$ cat config.mk
export PLATFORM = sky130hd
export DESIGN_NAME = vending_credit_fsm
export DESIGN_NICKNAME = d
export VERILOG_FILES = /design/src/rtl/vending_credit_fsm.sv
export SDC_FILE = /design/constraint.sdc
export NUM_CORES = 1
export LEC_CHECK = 0
export CAP_MARGIN = 20
export CORE_ASPECT_RATIO = 0.75
export CORE_MARGIN = 3
export CORE_UTILIZATION = 51
export DETAILED_ROUTE_END_ITERATION = 12
export PLACE_DENSITY_LB_ADDON = 0.05
export RECOVER_POWER = 100
export SKIP_LAST_GASP = 1
export SLEW_MARGIN = 20
export SYNTH_ARGS = -nofsm -noshare
export SYNTH_HDL_FRONTEND = slang
export SYNTH_SLANG_ARGS = --single-unit
$ cat constraint.sdc
create_clock -name CLK -period 3 [get_ports CLK]
set_input_delay 0.3 -clock CLK [delete_from_list [all_inputs] [get_ports CLK]]
set_output_delay 0.3 -clock CLK [all_outputs]
set_load 0.01 [all_outputs]
$ cat src/rtl/vending_credit_fsm.sv
// vending_credit_fsm: multi-coin credit vending controller with programmable prices,
// unit-by-unit change, cancel/timeout refund and held error reporting.
module vending_credit_fsm #(
    parameter int NUM_PRODUCTS   = 4,
    parameter int CREDIT_W       = 6,
    parameter int MAX_CREDIT     = 16,
    parameter int DISP_CYCLES    = 6,
    parameter int CHG_PERIOD     = 4,
    parameter int ERR_CYCLES     = 6,
    parameter int TIMEOUT_CYCLES = 600
) (
    input  logic                             CLK,
    input  logic                             RST_N,
    input  logic                             Coin_valid,
    input  logic [1:0]                       Coin_value,
    input  logic [NUM_PRODUCTS-1:0]          Sel,
    input  logic                             Cancel,
    input  logic [NUM_PRODUCTS-1:0]          Sold_out,
    input  logic [NUM_PRODUCTS*CREDIT_W-1:0] Price,
    output logic [NUM_PRODUCTS-1:0]          Disp,
    output logic                             Chg_pulse,
    output logic                             Coin_reject,
    output logic [CREDIT_W-1:0]              Credit,
    output logic                             Busy,
    output logic                             Err,
    output logic [1:0]                       Err_code
);
    typedef enum logic [2:0] {IDLE, CREDIT, DISPENSE, CHANGE, ERROR} state_t;
    localparam int M1 = DISP_CYCLES > CHG_PERIOD ? DISP_CYCLES : CHG_PERIOD;
    localparam int M2 = M1 > ERR_CYCLES ? M1 : ERR_CYCLES;
    localparam int M3 = M2 > TIMEOUT_CYCLES ? M2 : TIMEOUT_CYCLES;
    localparam int CW = $clog2(M3 + 1);
    localparam logic [CW-1:0] DISP_LAST = CW'(DISP_CYCLES - 1);
    localparam logic [CW-1:0] CHG_LAST  = CW'(CHG_PERIOD - 1);
    localparam logic [CW-1:0] ERR_LAST  = CW'(ERR_CYCLES - 1);
    localparam logic [CW-1:0] TO_LAST   = CW'(TIMEOUT_CYCLES - 1);
    localparam logic [CREDIT_W:0] MAX_C = (CREDIT_W + 1)'(MAX_CREDIT);

    state_t state, state_n;
    logic [CW-1:0] cnt, cnt_n;
    logic [CREDIT_W-1:0] credit, credit_n, price_sel;
    logic [CREDIT_W:0] coin_u, sum;
    logic [NUM_PRODUCTS-1:0] sel_q, sel_n;
    logic [1:0] code, code_n;
    logic rej, rej_n, coin_ok, so_sel, open;

    always_ff @(posedge CLK or negedge RST_N) begin
        if (!RST_N) begin
            state  <= IDLE;
            cnt    <= '0;
            credit <= '0;
            sel_q  <= '0;
            code   <= '0;
            rej    <= 1'b0;
        end else begin
            state  <= state_n;
            cnt    <= cnt_n;
            credit <= credit_n;
            sel_q  <= sel_n;
            code   <= code_n;
            rej    <= rej_n;
        end
    end

    always_comb begin
        coin_u    = (Coin_value == 2'b11) ? (CREDIT_W + 1)'(4) : (CREDIT_W + 1)'(Coin_value);
        sum       = {1'b0, credit} + coin_u;
        coin_ok   = (Coin_value != 2'b00) && (sum <= MAX_C);
        open      = (state == IDLE) || (state == CREDIT);
        price_sel = '0;
        so_sel    = 1'b0;
        for (int k = 0; k < NUM_PRODUCTS; k++)
            if (Sel[k]) begin
                price_sel = Price[k*CREDIT_W +: CREDIT_W];
                so_sel    = Sold_out[k];
            end
        state_n  = state;
        cnt_n    = cnt + CW'(1);
        credit_n = credit;
        sel_n    = sel_q;
        code_n   = code;
        rej_n    = Coin_valid && !(open && coin_ok);
        case (state)
            IDLE, CREDIT: begin
                // any coin strobe, accepted or not, outranks Cancel/Sel this cycle
                if (Coin_valid) begin
                    cnt_n = '0;
                    if (coin_ok) begin
                        credit_n = sum[CREDIT_W-1:0];
                        state_n  = CREDIT;
                    end
                end else if (Cancel && state == CREDIT) begin
                    state_n = CHANGE;
                    cnt_n   = '0;
                end else if (|Sel) begin
                    cnt_n   = '0;
                    state_n = ERROR;
                    if ((Sel & (Sel - NUM_PRODUCTS'(1))) != '0) code_n = 2'b11;
                    else if (so_sel) code_n = 2'b10;
                    else if (credit < price_sel) code_n = 2'b01;
                    else begin
                        credit_n = credit - price_sel;
                        sel_n    = Sel;
                        state_n  = DISPENSE;
                    end
                end else if (state == CREDIT && cnt == TO_LAST) begin
                    state_n = CHANGE;
                    cnt_n   = '0;
                end
            end
            DISPENSE: if (cnt == DISP_LAST) begin
                state_n = (credit != '0) ? CHANGE : IDLE;
                cnt_n   = '0;
                sel_n   = '0;
            end
            CHANGE: begin
                if (credit == '0) begin
                    state_n = IDLE;
                    cnt_n   = '0;
                end else if (cnt == '0) begin
                    credit_n = credit - CREDIT_W'(1);
                    if (credit == CREDIT_W'(1)) begin
                        state_n = IDLE;
                        cnt_n   = '0;
                    end
                end else if (cnt == CHG_LAST) cnt_n = '0;
            end
            ERROR: if (cnt == ERR_LAST) begin
                state_n = (credit != '0) ? CREDIT : IDLE;
                cnt_n   = '0;
            end
            default: begin
                state_n = IDLE;
                cnt_n   = '0;
            end
        endcase
    end

    assign Disp        = (state == DISPENSE) ? sel_q : '0;
    assign Chg_pulse   = (state == CHANGE) && (cnt == '0) && (credit != '0);
    assign Coin_reject = rej;
    assign Credit      = credit;
    assign Busy        = (state == DISPENSE) || (state == CHANGE) || (state == ERROR);
    assign Err         = (state == ERROR);
    assign Err_code    = Err ? code : 2'b00;
endmodule

**Yosys cells after proc, flatten, opt, wreduce, memory -nomap -nowiden**

Index checks and enable logic that the tools add are counted.

- $add $sub $neg: 5
- Magnitude comparators: 2
- Eq/ne operators: 28
- Muxes and demuxes: 58
- Bitwise gates (word level): 3
- Reductions and logical operators: 27

Operators with widths:

| cell | count |
|---|---|
| $mux 10 | 9 |
| $mux 6 | 13 |
| $mux 3 | 14 |
| $mux 4 | 8 |
| $pmux 10 s3 | 1 |
| $ne 3x3->1 const B | 8 |
| $ne 2x2->1 const B | 9 |
| $pmux 3 s4 | 1 |
| $pmux 6 s2 | 1 |
| $add 10x1->10 const B | 1 |
| $eq 10x10->1 const B | 1 |
| $eq 10x2->1 const B | 1 |
| $eq 10x3->1 const B | 1 |
| $logic_not 10->1 | 1 |
| $mux 2 | 5 |
| $reduce_and 9->1 | 1 |
| $pmux 4 s2 | 1 |
| $reduce_and 8->1 | 1 |
| $add 6x3->7 | 1 |
| $le 7x5->1 const B | 1 |
| $logic_and 1x1->1 | 7 |
| $eq 3x2->1 const B | 2 |
| $eq 6x1->1 const B | 1 |
| $logic_not 6->1 | 1 |
| 23 further kinds | 33 |

- Register bits: 26
- Input bits: 38
- Output and inout bits: 16

**Longest topological paths before layout**

- Depth after elaboration: 12
- Mapped depth: 12
- Gate-level depth less buffers: 11

**Worst setup path before layout**

Ideal clock, no wire load.

- Path type: in2reg
- Start: in Sel[3]
- End: reg sel_q[0]
- Setup time: 0.125 ns
- Arrival time: 2.546 ns
- Required time: 2.875 ns
- Setup slack: 0.330 ns
- Cell stages on the path: 12
- Buffers on the path: 1
- Path through: or2_1 -> buf_6 -> a221oi_1 -> nor2_1 -> ha_1 -> fa_1 -> nor2b_1 -> o21ai_0 -> nand3_1 -> nand4_2 -> a21oi_4 -> mux2_2

- Cells in the longest elaborated chain, start to end: 5
- Elaborated cells between the ends (all ways): 12
- Classes of those cells: add/sub: 1; order compare: 1; eq/ne: 4; mux: 2; bitwise: 1; reduce/logical: 3

Ends and longest elaborated chain:

| what | line | RTL |
|---|---|---|
| start, declared | 16 | `input logic [NUM_PRODUCTS-1:0] Sel,` |
| $sub 4x1->4 | 98 | `if ((Sel & (Sel - NUM_PRODUCTS'(1))) != '0) code_n = 2'b11;` |
| $and 4x4->4 | 98 |  |
| $reduce_bool 4->1 | 98 |  |
| $ne 2x2->1 (no source line) | - |  |
| $reduce_and 8->1 (no source line) * | - |  |
| end signal, assigned | 59 | `sel_q <= sel_n;` |
| end, declared | 43 | `logic [NUM_PRODUCTS-1:0] sel_q, sel_n;` |

Every way passes the cells marked *; elsewhere a longest branch is shown, timed or not.
A chain may end at the register's enable or synchronous reset.

**Final worst setup path**

- Start: in Sel[3]
- End: reg sel_q[2]

Same word-level chain as after synthesis.

==> results.txt <==
----------------------------------------------------
[Routing]
  Remaining antenna violation count ... 0
  Post-DR vias/cell ... around 5.8
  Number of DRC violations after detailed-routing iteration 0 ... 201
  Via Count ... between 2,000 and 2,500
  Detailed-route wire length ... roughly 7000 um
  Avg WL per Cell ... ~17 um
  Total iterations of the first detailed-routing run ... 4
  Drc violations ... 0

[Logic synthesis]
  Area of the mapped netlist ... 0.00239 mm^2
  Number of flops mapped to enable cells by yosys ... 0
  Multiplexer area fraction after synthesis ... approximately 4.6%
  Post-synthesis compound-gate area fraction ... roughly a quarter
  Most frequently used flop master after synthesis ... sky130_fd_sc_hd__dfrtp_1
  Simple-gate area share of the yosys netlist ... between 20% and 30%
  Synthesized instance count ... between 200 and 300
  Sequential area share after synthesis ... 27.2%
  Net count after synthesis ... around 330
  Average cell area after synthesis ... a little under 9 um^2
  Adder and majority cell fraction of the synthesized area ... a little under a tenth
  Yosys cell types ... 67
  Fraction of registers with async set or reset after synthesis ... 100%
  Count of yosys warnings during synthesis ... 0
  Main combinational cell family by area after synthesis ... simple AND/OR/NAND/NOR gates
  Number of flip-flops and latches in the synthesized netlist ... 26
  Share of the synthesized netlist area taken by xor and xnor gates ... ~4.4%

[Min path]
  Hold/Removal Path Class ... reg2reg

[Layout]
  Most frequent standard cell in the layout excluding fill and tap cells ... sky130_fd_sc_hd__clkdlybuf4s50_1
  Sequential cell area ... 651 um^2
  Multi-input gate area ... roughly 0.0017 mm^2
  P&R area growth vs syn ... 37.5%
  Filler-free cell count of the finished design ... roughly 420
  Proportion of layout cells with a drive suffix above 1 ... a little under a fifth
  Post-layout net count ... between 400 and 500
  Antenna diodes ... 0
  Layout fillers ... ~310
  Most used cells in the layout excluding fill and tap cells ... sky130_fd_sc_hd__clkdlybuf4s50_1 (38), sky130_fd_sc_hd__buf_4 (32), sky130_fd_sc_hd__nor2_1 (28)

[Pwr]
  Power density over the cells ... between 700 and 800 mW/mm^2
  Overall power ... 2.55 mW
  Maximum vdd drop ... 0.495 mV
  Leakage power ... around 1.4 nW

[Worst setup path]
  Crit path capture type ... register
  Kind of launch point of the worst setup path ... input pin
  End point of the critical path ... sel_q[2]$_DFFE_PN0P_
  CP max stage delay ... around 0.43 ns
  Worst reg2reg path startpoint ... Credit[0]$_DFFE_PN0P_
  Number of cell instances on the worst register-to-register path ... 11
  Largest fanout of any net on the critical path ... 7
  Destination of the worst register-to-register timing path ... Credit[3]$_DFFE_PN0P_
  Signal arrival time at the worst endpoint ... between 3 and 4 ns
  Start-to-end type of the worst setup path ... in2reg
  Worst endpoint required time ... 3.17 ns
  Critical-path cell list ... clkdlybuf4s50_1 > or2_0 > clkbuf_2 > o221a_2 > fa_1 > nor2b_2 > o21ai_1 > nand3_1 > nand4_2 > a21oi_4 > mux2_2
  Launch point of the critical path ... Sel[3]
  Standard cell with the maximum stage delay on the critical path ... sky130_fd_sc_hd__clkdlybuf4s50_1
  Flop-to-flop setup slack ... between 0.2 and 0.25 ns

[Clocking]
  Post-CTS Setup Bufs ... 0
  Clock slew at reported path FFs ... approximately 0.09 ns
  # clock sinks ... 26
  Source-to-sink clock delay at the later pin of the worst-skew pair ... 0.27 ns
  TritonCTS Buffers ... 3
  Worst-case clock buffer depth ... 2
  CTS tree ... built
  Cell at the root of the clock tree ... sky130_fd_sc_hd__clkbuf_8
  Deepest level of the CTS H-tree ... 1

[Timing]
  Final worst path period need ... 2.87 ns
  Count of endpoints failing setup in the final report ... 0
  Max transition margin ... between 4 and 5%
  Slew Viols, Final ... 0
  F_max ... ~0.35 GHz
  Maximum clock skew at final layout ... ~0.0037 ns
  Crit share post-route ... 95.8%
  Number of hold-slack violations in the final timing report ... 0
  Minimum hold slack ... slightly above 0.5 ns
  TNS Setup ... 0 ns
  Slew at the pin closest to its max-slew limit ... approximately 1.4 ns

[Flow run]
  Max-cap violations ... 0

[GRT]
  Combined global-route utilization of all metal layers ... approximately 26%
  Total gr overflow ... 0
  Global-route wire length before repair ... 11,600 um
  Number of antenna violations at the first check in global routing ... 0
  Maximum number of pins on one net before global-route repair ... 27
  Vias in the first global route ... about 2,400

[Die]
  Rows ... 20
  Effective utilization at floorplan ... between 50 and 60%
  Total I/O pin count ... 54
  Die Outline Area ... around 0.0056 mm^2
  Die Span X ... 85.1 um
  Core ar. ... approximately 0.0043 mm^2
  Die height ... around 65 um

[Placement]
  Placed wire-length estimate after detailed placement ... between 5000 and 6000 um
  Number of placed instances with taps included ... 413
  Buffers on Ports ... 53
  Final estimated routing congestion in global placement ... about 0.93

[Run status]
  Status ... finished clean

----------------------------------------------------
==> worst max-delay path: cells and delay by family <==
family                     cells  cell delay (ns)
and+or+nand+nor                4             0.71
AOI/OAI and AO/OA              3             0.64
buffers and inverters          2             0.61
adders and majority gates      1             0.42
muxes                          1             0.35
==> cells in the mapped netlist (5+ instances only) <==
library cell | instances | area share, %
sky130_fd_sc_hd__nor2_1 | 28 | 4.4
sky130_fd_sc_hd__dfrtp_1 | 26 | 27
sky130_fd_sc_hd__nand2_1 | 17 | 2.7
sky130_fd_sc_hd__ha_1 | 14 | 7.3
sky130_fd_sc_hd__nor3_1 | 14 | 2.9
sky130_fd_sc_hd__inv_1 | 13 | 2.0
sky130_fd_sc_hd__nand3_1 | 10 | 2.1
sky130_fd_sc_hd__nor2b_1 | 10 | 2.6
sky130_fd_sc_hd__a31oi_1 | 8 | 2.1
sky130_fd_sc_hd__and2_1 | 8 | 2.1
sky130_fd_sc_hd__mux2_2 | 8 | 3.8
sky130_fd_sc_hd__o21ai_0 | 8 | 1.7
sky130_fd_sc_hd__a21oi_1 | 7 | 1.5
sky130_fd_sc_hd__xor2_1 | 7 | 2.6
sky130_fd_sc_hd__clkbuf_1 | 6 | 0.94
sky130_fd_sc_hd__a221o_1 | 5 | 2.1
sky130_fd_sc_hd__nand2b_1 | 5 | 1.3
sky130_fd_sc_hd__o22a_1 | 5 | 1.8
sky130_fd_sc_hd__xnor2_1 | 5 | 1.8
==> cell families (layout without fill, tap and decap cells) <==
family | count (synthesis) | after routing
simple gates | 116 | 116
compound gates | 71 | 71
flops | 26 | 26
buf+inv | 23 | 110
fa+ha+maj | 17 | 17
xor+xnor | 12 | 12
mux | 10 | 10
==> how the worst min path moves through the flow <==
stage	start	endpoint	depth (start not counted)
finish	sel_q[0]$_DFFE_PN0P_	sel_q[0]$_DFFE_PN0P_	1
CTS	RST_N	code[0]$_DFFE_PN0P_	2
detailed placement	sel_q[0]$_DFFE_PN0P_	sel_q[0]$_DFFE_PN0P_	1
floorplan	RST_N	Coin_reject$_DFF_PN0_	0
global route	sel_q[3]$_DFFE_PN0P_	sel_q[3]$_DFFE_PN0P_	1
global placement	sel_q[2]$_DFFE_PN0P_	sel_q[2]$_DFFE_PN0P_	1
==> power breakdown <==
part           internal (mW)  switching, mW
Clock                  0.117          0.111
Sequential             0.464          0.122
Combinational          0.853          0.885
==> registers in the layout, indices dropped and copies added (netlist names) <==
signal	count
sel_q	4
state	3
Coin_reject	1
Credit	6
cnt	10
code	2
==> metrics by stage <==
stage	util (%)	area (um^2)	setup WS, ns
after global placement	75.7	3240	-0.177
after floorplan	-	2390	0.330
final	76.8	3290	0.127
after global routing	76.8	3290	-0.0287
after CTS	77.0	3290	0.0259
after detailed placement	75.7	3240	-0.243
==> area by class of cell <==
type	instances	area share [%]
sequential	26	19.8
tap	55	2.09
multi-input combinational	226	50.4
inverter	13	1.48
timing repair buffer	93	24.5
clock buffer	4	1.67
==> timing repair <==
action | in CTS | in global routing
resized for setup | 0 | 8
endpoints found under the hold margin | 0 | 0
endpoints found under the setup margin | 0 | 14
hold buffers | 0 | 0
==> per-layer routing <==
layer	vias up	wire length [um]	track usage (%)
li1	1197	-	-
met1	1136	3330	38.3
met2	98	3050	40.9
met3	2	556	4.39
met4	0	19	3.16
met5	-	0	0
Power figures use the tool's default switching activity.
